--- src/rtl/mem_port_arbiter.sv ---
// mem_port_arbiter: arbitrates fetch (port 0) and data (port 1) requests onto the shared memory handshake.
// Optional macro MEM_ARB_ROUND_ROBIN_EN selects round-robin; the default build gives port 1 fixed priority.
module mem_port_arbiter #(
  parameter int unsigned TIMEOUT_CYCLES = 15,
  parameter int unsigned ADDR_W         = 16
) (
  input  logic              clk,
  input  logic              reset,
  input  logic              req_0,
  input  logic              req_1,
  input  logic [ADDR_W-1:0] addr_0,
  input  logic [ADDR_W-1:0] addr_1,
  input  logic              sz_0,
  input  logic              sz_1,
  input  logic              we_0,
  input  logic              we_1,
  input  logic [7:0]        wdata8_0,
  input  logic [7:0]        wdata8_1,
  input  logic [15:0]       wdata16_0,
  input  logic [15:0]       wdata16_1,
  output logic              ack_0,
  output logic              ack_1,
  output logic              err_0,
  output logic              err_1,
  output logic [7:0]        rdata_8,
  output logic [15:0]       rdata_16,
  output logic              mem_req_rdwr,
  output logic [ADDR_W-1:0] mem_addr,
  output logic              mem_sz,
  output logic              mem_we_8,
  output logic              mem_we_16,
  output logic [7:0]        mem_wdata_8,
  output logic [15:0]       mem_wdata_16,
  input  logic [7:0]        mem_rdata_8,
  input  logic [15:0]       mem_rdata_16,
  input  logic              mem_data_ready
);

  localparam int unsigned CNT_W    = 8;
  localparam int unsigned D8_W     = 8;
  localparam int unsigned D16_W    = 16;
  localparam logic [CNT_W-1:0] TMO_LAST = CNT_W'(TIMEOUT_CYCLES - 1);

  typedef enum logic [1:0] {
    S_IDLE = 2'd0,
    S_BUSY = 2'd1,
    S_ACK  = 2'd2
  } state_t;

  typedef struct packed {
    logic [ADDR_W-1:0] addr;
    logic              sz;
    logic              we;
    logic [D8_W-1:0]   wdata8;
    logic [D16_W-1:0]  wdata16;
  } cmd_t;

  state_t             r_state;
  state_t             w_state_nxt;

  cmd_t               w_cmd_0;
  cmd_t               w_cmd_1;
  cmd_t               w_cmd_sel;
  logic               w_any_req;
  logic               w_grant_sel;
  logic               w_busy_done;
  logic               w_busy_tmo;

  logic               r_winner;
  logic [CNT_W-1:0]   r_cnt;
  logic [1:0]         r_ack;
  logic [1:0]         r_err;
  logic [D8_W-1:0]    r_rdata_8;
  logic [D16_W-1:0]   r_rdata_16;
  logic               r_req_rdwr;
  logic [ADDR_W-1:0]  r_addr;
  logic               r_sz;
  logic               r_we_8;
  logic               r_we_16;
  logic [D8_W-1:0]    r_wdata_8;
  logic [D16_W-1:0]   r_wdata_16;

  logic               w_winner_nxt;
  logic [CNT_W-1:0]   w_cnt_nxt;
  logic [1:0]         w_ack_nxt;
  logic [1:0]         w_err_nxt;
  logic [D8_W-1:0]    w_rdata_8_nxt;
  logic [D16_W-1:0]   w_rdata_16_nxt;
  logic               w_req_rdwr_nxt;
  logic [ADDR_W-1:0]  w_addr_nxt;
  logic               w_sz_nxt;
  logic               w_we_8_nxt;
  logic               w_we_16_nxt;
  logic [D8_W-1:0]    w_wdata_8_nxt;
  logic [D16_W-1:0]   w_wdata_16_nxt;

  // Per-port command bundles and the grant mux
  assign w_cmd_0 = '{addr: addr_0, sz: sz_0, we: we_0, wdata8: wdata8_0, wdata16: wdata16_0};
  assign w_cmd_1 = '{addr: addr_1, sz: sz_1, we: we_1, wdata8: wdata8_1, wdata16: wdata16_1};
  assign w_any_req = req_0 | req_1;
  assign w_cmd_sel = w_grant_sel ? w_cmd_1 : w_cmd_0;

`ifdef MEM_ARB_ROUND_ROBIN_EN
  logic r_last_grant;

  // On contention grant the port that lost last time; a lone requester always wins
  always_comb begin
    w_grant_sel = req_1;
    if (req_0 && req_1) begin
      w_grant_sel = ~r_last_grant;
    end
  end

  always_ff @(posedge clk or negedge reset) begin
    if (!reset) begin
      r_last_grant <= 1'b1;
    end else if ((r_state == S_IDLE) && w_any_req) begin
      r_last_grant <= w_grant_sel;
    end
  end
`else
  // Data port always beats fetch port
  always_comb begin
    w_grant_sel = req_1;
  end
`endif

  // data_ready takes precedence over a coincident timeout
  assign w_busy_done = (r_state == S_BUSY) && mem_data_ready;
  assign w_busy_tmo  = (r_state == S_BUSY) && !mem_data_ready && (r_cnt == TMO_LAST);

  always_ff @(posedge clk or negedge reset) begin
    if (!reset) begin
      r_state <= S_IDLE;
    end else begin
      r_state <= w_state_nxt;
    end
  end

  always_comb begin
    w_state_nxt = r_state;
    case (r_state)
      S_IDLE:  if (w_any_req) w_state_nxt = S_BUSY;
      S_BUSY:  if (w_busy_done || w_busy_tmo) w_state_nxt = S_ACK;
      S_ACK:   w_state_nxt = S_IDLE;
      default: w_state_nxt = S_IDLE;
    endcase
  end

  // Next values for every registered output and datapath register
  always_comb begin
    w_winner_nxt    = r_winner;
    w_cnt_nxt       = r_cnt;
    w_ack_nxt       = 2'b00;
    w_err_nxt       = 2'b00;
    w_rdata_8_nxt   = r_rdata_8;
    w_rdata_16_nxt  = r_rdata_16;
    w_req_rdwr_nxt  = r_req_rdwr;
    w_addr_nxt      = r_addr;
    w_sz_nxt        = r_sz;
    w_we_8_nxt      = r_we_8;
    w_we_16_nxt     = r_we_16;
    w_wdata_8_nxt   = r_wdata_8;
    w_wdata_16_nxt  = r_wdata_16;
    case (r_state)
      S_IDLE: begin
        if (w_any_req) begin
          w_winner_nxt   = w_grant_sel;
          w_cnt_nxt      = '0;
          w_req_rdwr_nxt = 1'b1;
          w_addr_nxt     = w_cmd_sel.addr;
          w_sz_nxt       = w_cmd_sel.sz;
          w_we_8_nxt     = w_cmd_sel.we & ~w_cmd_sel.sz;
          w_we_16_nxt    = w_cmd_sel.we &  w_cmd_sel.sz;
          w_wdata_8_nxt  = w_cmd_sel.wdata8;
          w_wdata_16_nxt = w_cmd_sel.wdata16;
        end
      end
      S_BUSY: begin
        w_cnt_nxt = r_cnt + CNT_W'(1);
        if (w_busy_done) begin
          w_rdata_8_nxt       = mem_rdata_8;
          w_rdata_16_nxt      = mem_rdata_16;
          w_ack_nxt[r_winner] = 1'b1;
          w_req_rdwr_nxt      = 1'b0;
          w_we_8_nxt          = 1'b0;
          w_we_16_nxt         = 1'b0;
        end else if (w_busy_tmo) begin
          w_rdata_8_nxt       = '0;
          w_rdata_16_nxt      = '0;
          w_ack_nxt[r_winner] = 1'b1;
          w_err_nxt[r_winner] = 1'b1;
          w_req_rdwr_nxt      = 1'b0;
          w_we_8_nxt          = 1'b0;
          w_we_16_nxt         = 1'b0;
        end
      end
      default: begin
      end
    endcase
  end

  always_ff @(posedge clk or negedge reset) begin
    if (!reset) begin
      r_winner   <= 1'b0;
      r_cnt      <= '0;
      r_ack      <= 2'b00;
      r_err      <= 2'b00;
      r_rdata_8  <= '0;
      r_rdata_16 <= '0;
      r_req_rdwr <= 1'b0;
      r_addr     <= '0;
      r_sz       <= 1'b0;
      r_we_8     <= 1'b0;
      r_we_16    <= 1'b0;
      r_wdata_8  <= '0;
      r_wdata_16 <= '0;
    end else begin
      r_winner   <= w_winner_nxt;
      r_cnt      <= w_cnt_nxt;
      r_ack      <= w_ack_nxt;
      r_err      <= w_err_nxt;
      r_rdata_8  <= w_rdata_8_nxt;
      r_rdata_16 <= w_rdata_16_nxt;
      r_req_rdwr <= w_req_rdwr_nxt;
      r_addr     <= w_addr_nxt;
      r_sz       <= w_sz_nxt;
      r_we_8     <= w_we_8_nxt;
      r_we_16    <= w_we_16_nxt;
      r_wdata_8  <= w_wdata_8_nxt;
      r_wdata_16 <= w_wdata_16_nxt;
    end
  end

  assign ack_0        = r_ack[0];
  assign ack_1        = r_ack[1];
  assign err_0        = r_err[0];
  assign err_1        = r_err[1];
  assign rdata_8      = r_rdata_8;
  assign rdata_16     = r_rdata_16;
  assign mem_req_rdwr = r_req_rdwr;
  assign mem_addr     = r_addr;
  assign mem_sz       = r_sz;
  assign mem_we_8     = r_we_8;
  assign mem_we_16    = r_we_16;
  assign mem_wdata_8  = r_wdata_8;
  assign mem_wdata_16 = r_wdata_16;

endmodule

--- config.mk ---
export PLATFORM = sky130hd
export DESIGN_NAME = mem_port_arbiter
export DESIGN_NICKNAME = d
export VERILOG_FILES = /design/src/rtl/mem_port_arbiter.sv
export SDC_FILE = /design/constraint.sdc
export NUM_CORES = 1
export LEC_CHECK = 0
export ABC_AREA = 1
export BUFFER_PORTS_ARGS = -buffer_cell sky130_fd_sc_hd__buf_2
export CORE_AREA = 2 2 98 100
export DETAILED_ROUTE_END_ITERATION = 8
export DIE_AREA = 0 0 100 102
export GPL_TIMING_DRIVEN = 0
export PLACE_DENSITY_LB_ADDON = 0.25
export SYNTH_ARGS = -nofsm -noshare
export SYNTH_HDL_FRONTEND = slang
export SYNTH_SLANG_ARGS = --single-unit
--- constraint.sdc ---
create_clock -name clk -period 1.4 [get_ports clk]
set_input_delay 0.14 -clock clk [delete_from_list [all_inputs] [get_ports clk]]
set_output_delay 0.14 -clock clk [all_outputs]
set_load 0.005 [all_outputs]
== After elaboration in Yosys (flattened, before gate mapping) ==
Index checks and enable logic that the tools add are counted.
Widths: inputs -> output; s select.
Word-level totals
  register bits after elaboration: 83
  latch bits: 0
  bits in writable memories: 0
  ROM bits: 0
  input bits: 113
  output and inout port bits: 72
  logic and storage cells: 65
  memories: 0
Cells by class
  add/subtract/negate cells: 1
  multiply operators: 0
  div/mod/pow operators: 0
  $lt $le $gt $ge: 2
  equality and inequality tests: 5
  shift-type cells: 0
  muxes and demuxes: 25
  bitwise operators: 4
  reduce and logical (&&, ||, !) cells: 14
Operators with widths (count)
  $mux 42: 1
  $mux 16: 2
  $mux 8: 3
  $pmux 8 s2: 1
  $mux 2: 7
  $add 8x1->8 const B: 1
  $eq 8x4->1 const B: 1
  $reduce_and 2->1: 4
  $mux 1: 6
  $pmux 1 s2: 3
  $logic_and 1x1->1: 4
  $pmux 2 s2: 1
  $reduce_bool 2->1: 2
  $ne 3x3->1 const B: 1
  $reduce_and 3->1: 1
  $and 1x1->1: 2
  $eq 2x1->1 const B: 1
  $logic_not 2->1: 1
  $lt 1x2->1 const B: 1
  $ne 2x1->1 const B: 1
  $ne 2x2->1 const B: 1
  $demux 1 s1: 1
  $ge 1x1->1 const B: 1
  $logic_not 1->1: 1
  3 further kinds: 3

== Longest topological paths before layout ==
Gate-level depths: netlist of run 1.
  word-level depth: 7
  depth in mapped cells: 9

== Worst setup path before layout of run 1 ==
OpenSTA, ideal clock, no wires.
  path type: register to register
  start: reg r_cnt[0]
  end: reg r_rdata_16[10], in the netlist rdata_16[10]
  setup time: 0.117 ns
  data arrival time: 1.205 ns
  data required time: 1.283 ns
  setup slack: 0.078 ns
  cell stages (with the launch flop): 10
  path buffers: 2
  period minus slack after synthesis: 1.322 ns
  cells stage by stage: dfrtp_1 > inv_1 > ha_1 > inv_1 > nor2_1 > nand4_1 > buf_4 > buf_6 > nand3_1 > nand2_1
Between the ends
  cells in the longest elaborated chain, start to end: 4
Ends and longest elaborated chain
  from (decl): RTL line 70  | logic [CNT_W-1:0] r_cnt;
  from (signal assigned): RTL line 220  | r_cnt <= w_cnt_nxt;
  $eq 8x4->1: RTL line 130  | assign w_busy_tmo = (r_state == S_BUSY) && !mem_data_ready && (r_cnt == TMO_LAST);
  $logic_and 1x1->1: RTL line 130
  $reduce_bool 2->1 (no line)
  $reduce_and 2->1 (no line)
  to (signal assigned): RTL line 224  | r_rdata_16 <= w_rdata_16_nxt;
  to (decl): RTL line 74  | logic [D16_W-1:0] r_rdata_16;
Every way passes these cells.
A chain may end at the register's enable or synchronous reset.

== Worst setup path in the final report of run 1 ==
  start: reg r_state[1]
  end: reg r_rdata_16[14], in the netlist rdata_16[14]
Between the ends
  cells in the longest elaborated chain, start to end: 5
Ends and longest elaborated chain
  from (decl): RTL line 58  | state_t r_state;
  from (signal assigned): RTL line 136  | r_state <= w_state_nxt;
  $eq 2x1->1 (*): RTL line 129, 130, 165
  $logic_and 1x1->1 (2 in series): RTL line 130
  $reduce_bool 2->1 (no line)
  $reduce_and 2->1 (no line)
Mark *: on every way between the ends. The rest lies on a longest branch, timed or not.

==> results.py, run 1 <==
metrics = {
    "die": {
        "floorplan_die_area_um2": 10200,
        "placementRows": 35,
        "io-pin-count": 185,
        "design.core.area_um2": 9110,
        "starting_density_of_the_core": 0.404,
        "die_w_um": 100,
        "dieHeight_um": 102,
    },
    "sta": {
        "final_min_period_over_clock_period": 1.02,
        "tns_ns": -0.0349,
        "final-max-slew-violation-count": 0,
        "hold_viol_final": 0,
        "grt_setup_unrepaired": "yes",
        "timing.max_slew.rel_slack": 0.708,
        "setup_violations": 3,
        "fmax_ghz": 0.702,
        "worst_slack_ns": -0.0249,
        "fin_crit_ns": 1.42,
        "whs_ns": 0.0119,
        "tightest_slew_ns": 0.438,
        "final.setup_skew_ns": 0.0107,
    },
    "route": {
        "wl_met2_mm": 5.14,
        "routed-wl-met3_um": 779,
        "dr.pass1.iters": 4,
        "drt-initial-drc-count": 116,
        "drt_wirelength_mm": 10.4,
        "wl_on_met1_mm": 4.37,
        "drt-wirelength-per-cell_um": 13.4,
        "routed.top_layer": "met4",
        "route.vias.total": 3724,
        "routed_via_density": 4.82,
        "drc": 0,
        "antenna_violating_nets_post_route": 0,
    },
    "global_routing": {
        "grt.overflow.total": 0,
        "grt_first_pass_wirelength_mm": 16.5,
        "antenna_found_initial": 0,
        "largest_net_degree_at_the_start_of_global_routing": 56,
        "first_global_vias": 3560,
        "gr-usage-all-layers": 0.203,
    },
    "clock_tree": {
        "cts_root_buf": "sky130_fd_sc_hd__clkbuf_8",
        "cts.reportedPaths.clkPinSlew_ns": 0.08,
        "cts_tree": "yes",
        "numCtsBuffers": 9,
        "clkSinkCount": 83,
        "ctsHtreeMaxLevel": 3,
        "cts-root-to-sink-buffers": 2,
        "worst_skew_pair.late_latency_ns": 0.34,
    },
    "critical_path": {
        "required_time_at_the_endpoint_of_the_critical_path_ns": 1.63,
        "worstSetupPathType": "reg2reg",
        "critPathMaxFanout": 6,
        "worstReg2RegStart": "r_state[1]",
        "cp-start-kind": "flop",
        "r2r_slack_ns": -0.02,
        "reg2regPathDepth": 8,
        "critical_path.endpoint_type": "flop",
        "endpoint": "rdata_16[14]",
        "cp.arrival_ns": 1.65,
        "cp-startpoint": "r_state[1]",
        "worst_reg2reg_path_endpoint": "rdata_16[14]",
    },
    "placed_design": {
        "dpl.cell_count": 720,
        "dpl_cell_area_um2": 4760,
        "dpl.hpwl_mm": 7.39,
        "numPortBuffers": 183,
        "globalplace.congestion": 0.780,
    },
    "finish": {
        "area_of_all_placed_cells_without_fillers_um2": 5420,
        "layout-drive-gt1-share": 0.394,
        "number_of_nets_at_the_end_of_the_flow": 772,
        "antenna_cells": 0,
        "post_layout_nonfiller_instances": 773,
        "synthToLayoutAreaGrowth_pct": 47.5,
        "fill_cells": 812,
    },
    "logic_synthesis": {
        "netlist.area_leader.share": 0.565,
        "postSynthRegisterBits": 83,
        "commonest_register_cell_after_synthesis": "sky130_fd_sc_hd__dfrtp_1",
        "leading_cell_types_by_count_after_synthesis": "sky130_fd_sc_hd__nand2_1 (152), sky130_fd_sc_hd__dfrtp_1 (83), sky130_fd_sc_hd__nor2_1 (50), sky130_fd_sc_hd__a31oi_1 (41), sky130_fd_sc_hd__nand3_1 (29)",
        "synth-edff-count": 0,
        "synth.yosys.seq_area_share": 0.565,
        "yosysMostFrequentCell": "sky130_fd_sc_hd__nand2_1",
        "synth_top_cells_by_area": "sky130_fd_sc_hd__dfrtp_1 (57%), sky130_fd_sc_hd__nand2_1 (16%), sky130_fd_sc_hd__a31oi_1 (7.0%), sky130_fd_sc_hd__nor2_1 (5.1%), sky130_fd_sc_hd__nand3_1 (3.9%)",
        "post_synthesis_average_cell_area_um2": 8.65,
        "total_nets_after_synthesis": 540,
        "synth.distinct_cells": 25,
        "synth.largest_area_cell": "sky130_fd_sc_hd__dfrtp_1",
        "post_synth_instance_area_um2": 3680,
        "yosys_warnings": 0,
        "synth-async-reset-ratio": 1.00,
        "netlist_instances": 425,
    },
    "min_path": {
        "holdCritPathClass": "in2reg",
    },
    "run_status": {
        "run_status": "finished, violations left",
        "failed_checks": "setup timing",
    },
    "power": {
        "power.ir.vdd_worst_mv": 0.779,
        "power.density_nw_per_um2": 1830,
        "p_total_uw": 9950,
        "p_leak_uw": 0.00285,
    },
    "flow_run": {
        "max-cap-violations": 0,
    },
}
-- metrics by stage --
| step | worst slack, ns | utilization |
|---|---|---|
| floorplan | 0.0779 | - |
| global placement | -0.462 | 0.519 |
| detailed placement | -0.106 | 0.523 |
| CTS | -0.0282 | 0.579 |
| global route | -0.0839 | 0.595 |
| finish | -0.0249 | 0.595 |
-- area by class of cell --
class	count	area, µm²	share of cell area
Tap cell	111	139	0.0256
Multi-Input combinational cell	300	1460	0.269
Clock buffer	11	131	0.0242
Clock inverter	5	62.6	0.0115
Sequential cell	83	2080	0.383
Buffer	24	170	0.0314
Timing Repair Buffer	222	1320	0.243
Inverter	17	66.3	0.0122
-- flip-flops by register name, indices dropped and copies added (netlist names), 2 cells and up --
name          count
r_err             2
mem_addr         16
rdata_8           8
mem_wdata_16     16
mem_wdata_8       8
r_cnt             8
rdata_16         16
r_ack             2
r_state           2
-- cell usage in the layout, fill, tap and decap left out, drive strengths merged --
cell type,instances
dlygate4sd3,19
dfrtp,83
a21oi,2
nand4,3
nor2,53
nor3,1
nand3,29
mux2i,4
nand2,153
bufinv,1
a31oi,41
buf,217
clkinv,1
nand3b,1
o21ai,10
ha,2
inv,18
o22ai,1
clkbuf,21
clkinvlp,2
-- metal layers --
layer,vias up,GRT usage
met3,11,0.0445
met5,-,0
met1,1705,0.251
met2,162,0.358
li1,1846,-
met4,0,0.0601
-- where the power goes --
group | switching [µW] | total (µW) | internal (µW) | leakage [µW]
combinational | 2120 | 4150 | 2040 | 0.00177
clock | 873 | 1710 | 836 | 0.0000901
sequential | 638 | 4090 | 3450 | 0.000995
total | 3630 | 9950 | 6320 | 0.00285
-- worst max-delay path, cell delays in order, from the launching register on --
cell,delay [ns]
sky130_fd_sc_hd__dfrtp_2,0.44
sky130_fd_sc_hd__inv_2,0.09
sky130_fd_sc_hd__nand2_4,0.07
sky130_fd_sc_hd__nor2_4,0.12
sky130_fd_sc_hd__nand4_1,0.15
sky130_fd_sc_hd__buf_6,0.18
sky130_fd_sc_hd__buf_6,0.13
sky130_fd_sc_hd__nand3_2,0.07
sky130_fd_sc_hd__nand2_2,0.06
-- worst min path at each step --
| stage | from | end | slack (ns) | cells after the start |
|---|---|---|---|---|
| 2_1_floorplan | reset | mem_addr[0] | -0.16 | 0 |
| 3_3_place_gp | mem_rdata_16[7] | rdata_16[7] | 0.34 | 3 |
| 5_1_grt | mem_rdata_8[0] | rdata_8[0] | 0.02 | 3 |
| 6_report | mem_rdata_8[4] | rdata_8[4] | 0.01 | 3 |
| 3_5_place_dp | reset | rdata_8[3] | 0.09 | 1 |
| 4_1_cts | mem_rdata_8[0] | rdata_8[0] | 0.00008 | 3 |
-- repair_timing --
item | in CTS | in global routing
hold buffers | 19 | 0
pin swaps | 10 | 12
endpoints found under the setup margin | 21 | 62
endpoints found under the hold margin | 46 | 0
resized for setup | 21 | 12
cloned | 1 | 1
setup buffers | 5 | 12
-- kinds of logic after synthesis --
| kind of cell | share of synthesized area |
|---|---|
| buffers and inverters | 0.0626 |
| DFF | 0.565 |
| muxes | 0.0109 |
| adders and majority gates | 0.00681 |
| AOI/OAI and AO/OA | 0.0909 |
| and+or+nand+nor | 0.264 |
No activity file was read; power rests on OpenSTA's default activity.
==> run 2, diff against run 1 <==
--- a/config.mk
+++ b/config.mk
@@ -11,7 +11,8 @@
 export DETAILED_ROUTE_END_ITERATION = 8
 export DIE_AREA = 0 0 100 102
 export GPL_TIMING_DRIVEN = 0
-export PLACE_DENSITY_LB_ADDON = 0.25
+export PLACE_DENSITY = 0.83
+export SKIP_LAST_GASP = 1
 export SYNTH_ARGS = -nofsm -noshare
 export SYNTH_HDL_FRONTEND = slang
 export SYNTH_SLANG_ARGS = --single-unit
==> results.py, run 2 (synthesis results as in run 1) <==
metrics = {
    "clock_tree": {
        "clkSinkCount": 83,
        "worst_skew_pair.late_latency_ns": 0.35,
        "cts-root-to-sink-buffers": 2,
        "numCtsBuffers": 9,
        "cts_tree": "yes",
        "ctsHtreeMaxLevel": 3,
        "cts_root_buf": "sky130_fd_sc_hd__clkbuf_8",
        "cts.reportedPaths.clkPinSlew_ns": 0.10,
    },
    "critical_path": {
        "cp-start-kind": "flop",
        "cp.arrival_ns": 1.79,
        "crit_family": "buffers and inverters",
        "timing.critical_path.slowest_stage_cell": "sky130_fd_sc_hd__dfrtp_1",
        "reg2regPathDepth": 7,
        "critical_path.endpoint_type": "flop",
        "critical_path_cell_sequence": "inv_2 > nand2_4 > nor2_4 > inv_2 > buf_2 > nand3_2 > nand2_1",
        "worst_path_most_repeated_cell": "sky130_fd_sc_hd__inv_2",
        "number_of_buffer_and_inverter_stages_on_the_critical_path": 3,
        "required_time_at_the_endpoint_of_the_critical_path_ns": 1.68,
        "critical-path-max-stage-delay_ns": 0.42,
        "worstSetupPathType": "reg2reg",
        "critPathMaxFanout": 10,
        "cp.depth": 7,
        "worstReg2RegStart": "r_state[1]",
        "cp-startpoint": "r_state[1]",
    },
    "flow_run": {
        "max-cap-violations": 0,
    },
    "die": {
        "starting_density_of_the_core": 0.404,
        "placementRows": 35,
        "io-pin-count": 185,
        "floorplan_die_area_um2": 10200,
        "dieHeight_um": 102,
        "design.core.area_um2": 9110,
        "die_w_um": 100,
    },
    "global_routing": {
        "antenna_found_initial": 0,
        "largest_net_degree_at_the_start_of_global_routing": 50,
        "first_global_vias": 3735,
        "gr-usage-all-layers": 0.208,
        "grt.overflow.total": 0,
        "grt_first_pass_wirelength_mm": 16.9,
    },
    "sta": {
        "fmax_ghz": 0.660,
        "final-max-slew-violation-count": 0,
        "fin_crit_ns": 1.52,
        "worst_slack_ns": -0.116,
        "grt_setup_unrepaired": "yes",
        "final.setup_skew_ns": 0.0170,
        "tightest_slew_ns": 0.460,
        "whs_ns": 0.0381,
        "hold_viol_final": 0,
        "final_min_period_over_clock_period": 1.08,
        "setup_violations": 7,
        "timing.max_slew.rel_slack": 0.693,
    },
    "power": {
        "p_leak_uw": 0.00288,
        "p_total_uw": 10200,
        "power.density_nw_per_um2": 1870,
        "power.ir.vdd_worst_mv": 0.810,
    },
    "route": {
        "routed_via_density": 5.02,
        "drt-wirelength-per-cell_um": 14.3,
        "drc": 0,
        "dr.pass1.iters": 4,
        "antenna_violating_nets_post_route": 0,
        "drt-initial-drc-count": 119,
        "route.vias.total": 3889,
        "drt_wirelength_mm": 11.1,
    },
    "run_status": {
        "run_status": "finished, violations left",
        "failed_checks": "setup timing",
    },
    "min_path": {
        "holdCritPathClass": "in2reg",
        "min_from": "wdata8_0[1]",
        "whs_path_depth": 3,
    },
    "finish": {
        "number_of_nets_at_the_end_of_the_flow": 773,
        "antenna_cells": 0,
        "synthToLayoutAreaGrowth_pct": 48.9,
        "final_cell_mix": "sky130_fd_sc_hd__buf_2 (189), sky130_fd_sc_hd__nand2_1 (149), sky130_fd_sc_hd__dfrtp_1 (82)",
        "mostFrequentLayoutCell": "sky130_fd_sc_hd__buf_2",
        "layout-drive-gt1-share": 0.394,
    },
    "placed_design": {
        "dpl.hpwl_mm": 7.34,
        "globalplace.congestion": 0.826,
        "numPortBuffers": 183,
    },
}
==> run 2: cell types whose count changed in the layout (fill, tap and decap cells not counted), sizes merged <==
cell         delta
clkbuf          -4
clkinv          -1
inv             +3
bufinv          +1
buf             -3
dlygate4sd3     +6
clkinvlp        -1
==> run 2: area by class of cell <==
cell class,count,area [µm²]
inverters,17,66.3
flip-flops and latches,83,2080
plain buffers,25,186
fillers,764,3640
multi-input cells,300,1460
repair buffers,222,1310
clock buffers,9,124
clock inverters,7,105
well taps,111,139
==> run 2: worst min-delay path, cell delays in order <==
cell and delay [ns]:
sky130_fd_sc_hd__buf_2 0.09, sky130_fd_sc_hd__nand2_1 0.05, sky130_fd_sc_hd__a31oi_1 0.07
==> run 2: per-stage QoR <==
step / setup slack [ns] / utilization / instance area, µm² / setup TNS (ns) / cells
floorplan: 0.0779 / - / 3680 / 0 / 425
global placement: -0.393 / 0.519 / 4730 / -32.26 / 719
detailed placement: -0.0685 / 0.523 / 4760 / -0.640 / 720
CTS: -0.00458 / 0.585 / 5330 / -0.0109 / 769
global route: -0.174 / 0.601 / 5470 / -1.45 / 774
finish: -0.116 / 0.601 / 5470 / -0.175 / 774
==> run 2: what timing repair did <==
action	4_1_cts	5_1_grt
setup buffers	7	5
setup endpoints to repair	24	51
resized for setup	7	28
cloned	1	0
hold buffers	25	0
endpoints found under the hold margin	58	0
pin swaps	3	12
==> run 2: worst paths after layout <==
check / to / slack, ns
max in group asynchronous: mem_wdata_8[3] / 0.51
setup / recovery: rdata_16[11] / -0.12
hold reg to reg: r_ack[0] / 0.44
min in group asynchronous: rdata_8[6] / 0.29
setup reg to reg: rdata_16[11] / -0.12
hold / removal: mem_wdata_8[1] / 0.04
==> run 2: where the power goes <==
part | internal (µW) | leakage [µW] | total [µW] | switching (µW)
sequential | 3450 | 0.000995 | 4110 | 655
combinational | 1990 | 0.00177 | 4140 | 2150
clock | 1040 | 0.000113 | 1980 | 942
==> run 2: routing by layer <==
layer / share of wire / up-vias / wire (µm) / global-route usage
li1: - / 1853 / - / -
met1: 0.39 / 1811 / 4280 / 0.236
met2: 0.51 / 195 / 5680 / 0.392
met3: 0.078 / 30 / 865 / 0.0431
met4: 0.025 / 0 / 283 / 0.0653
met5: 0 / - / 0 / 0
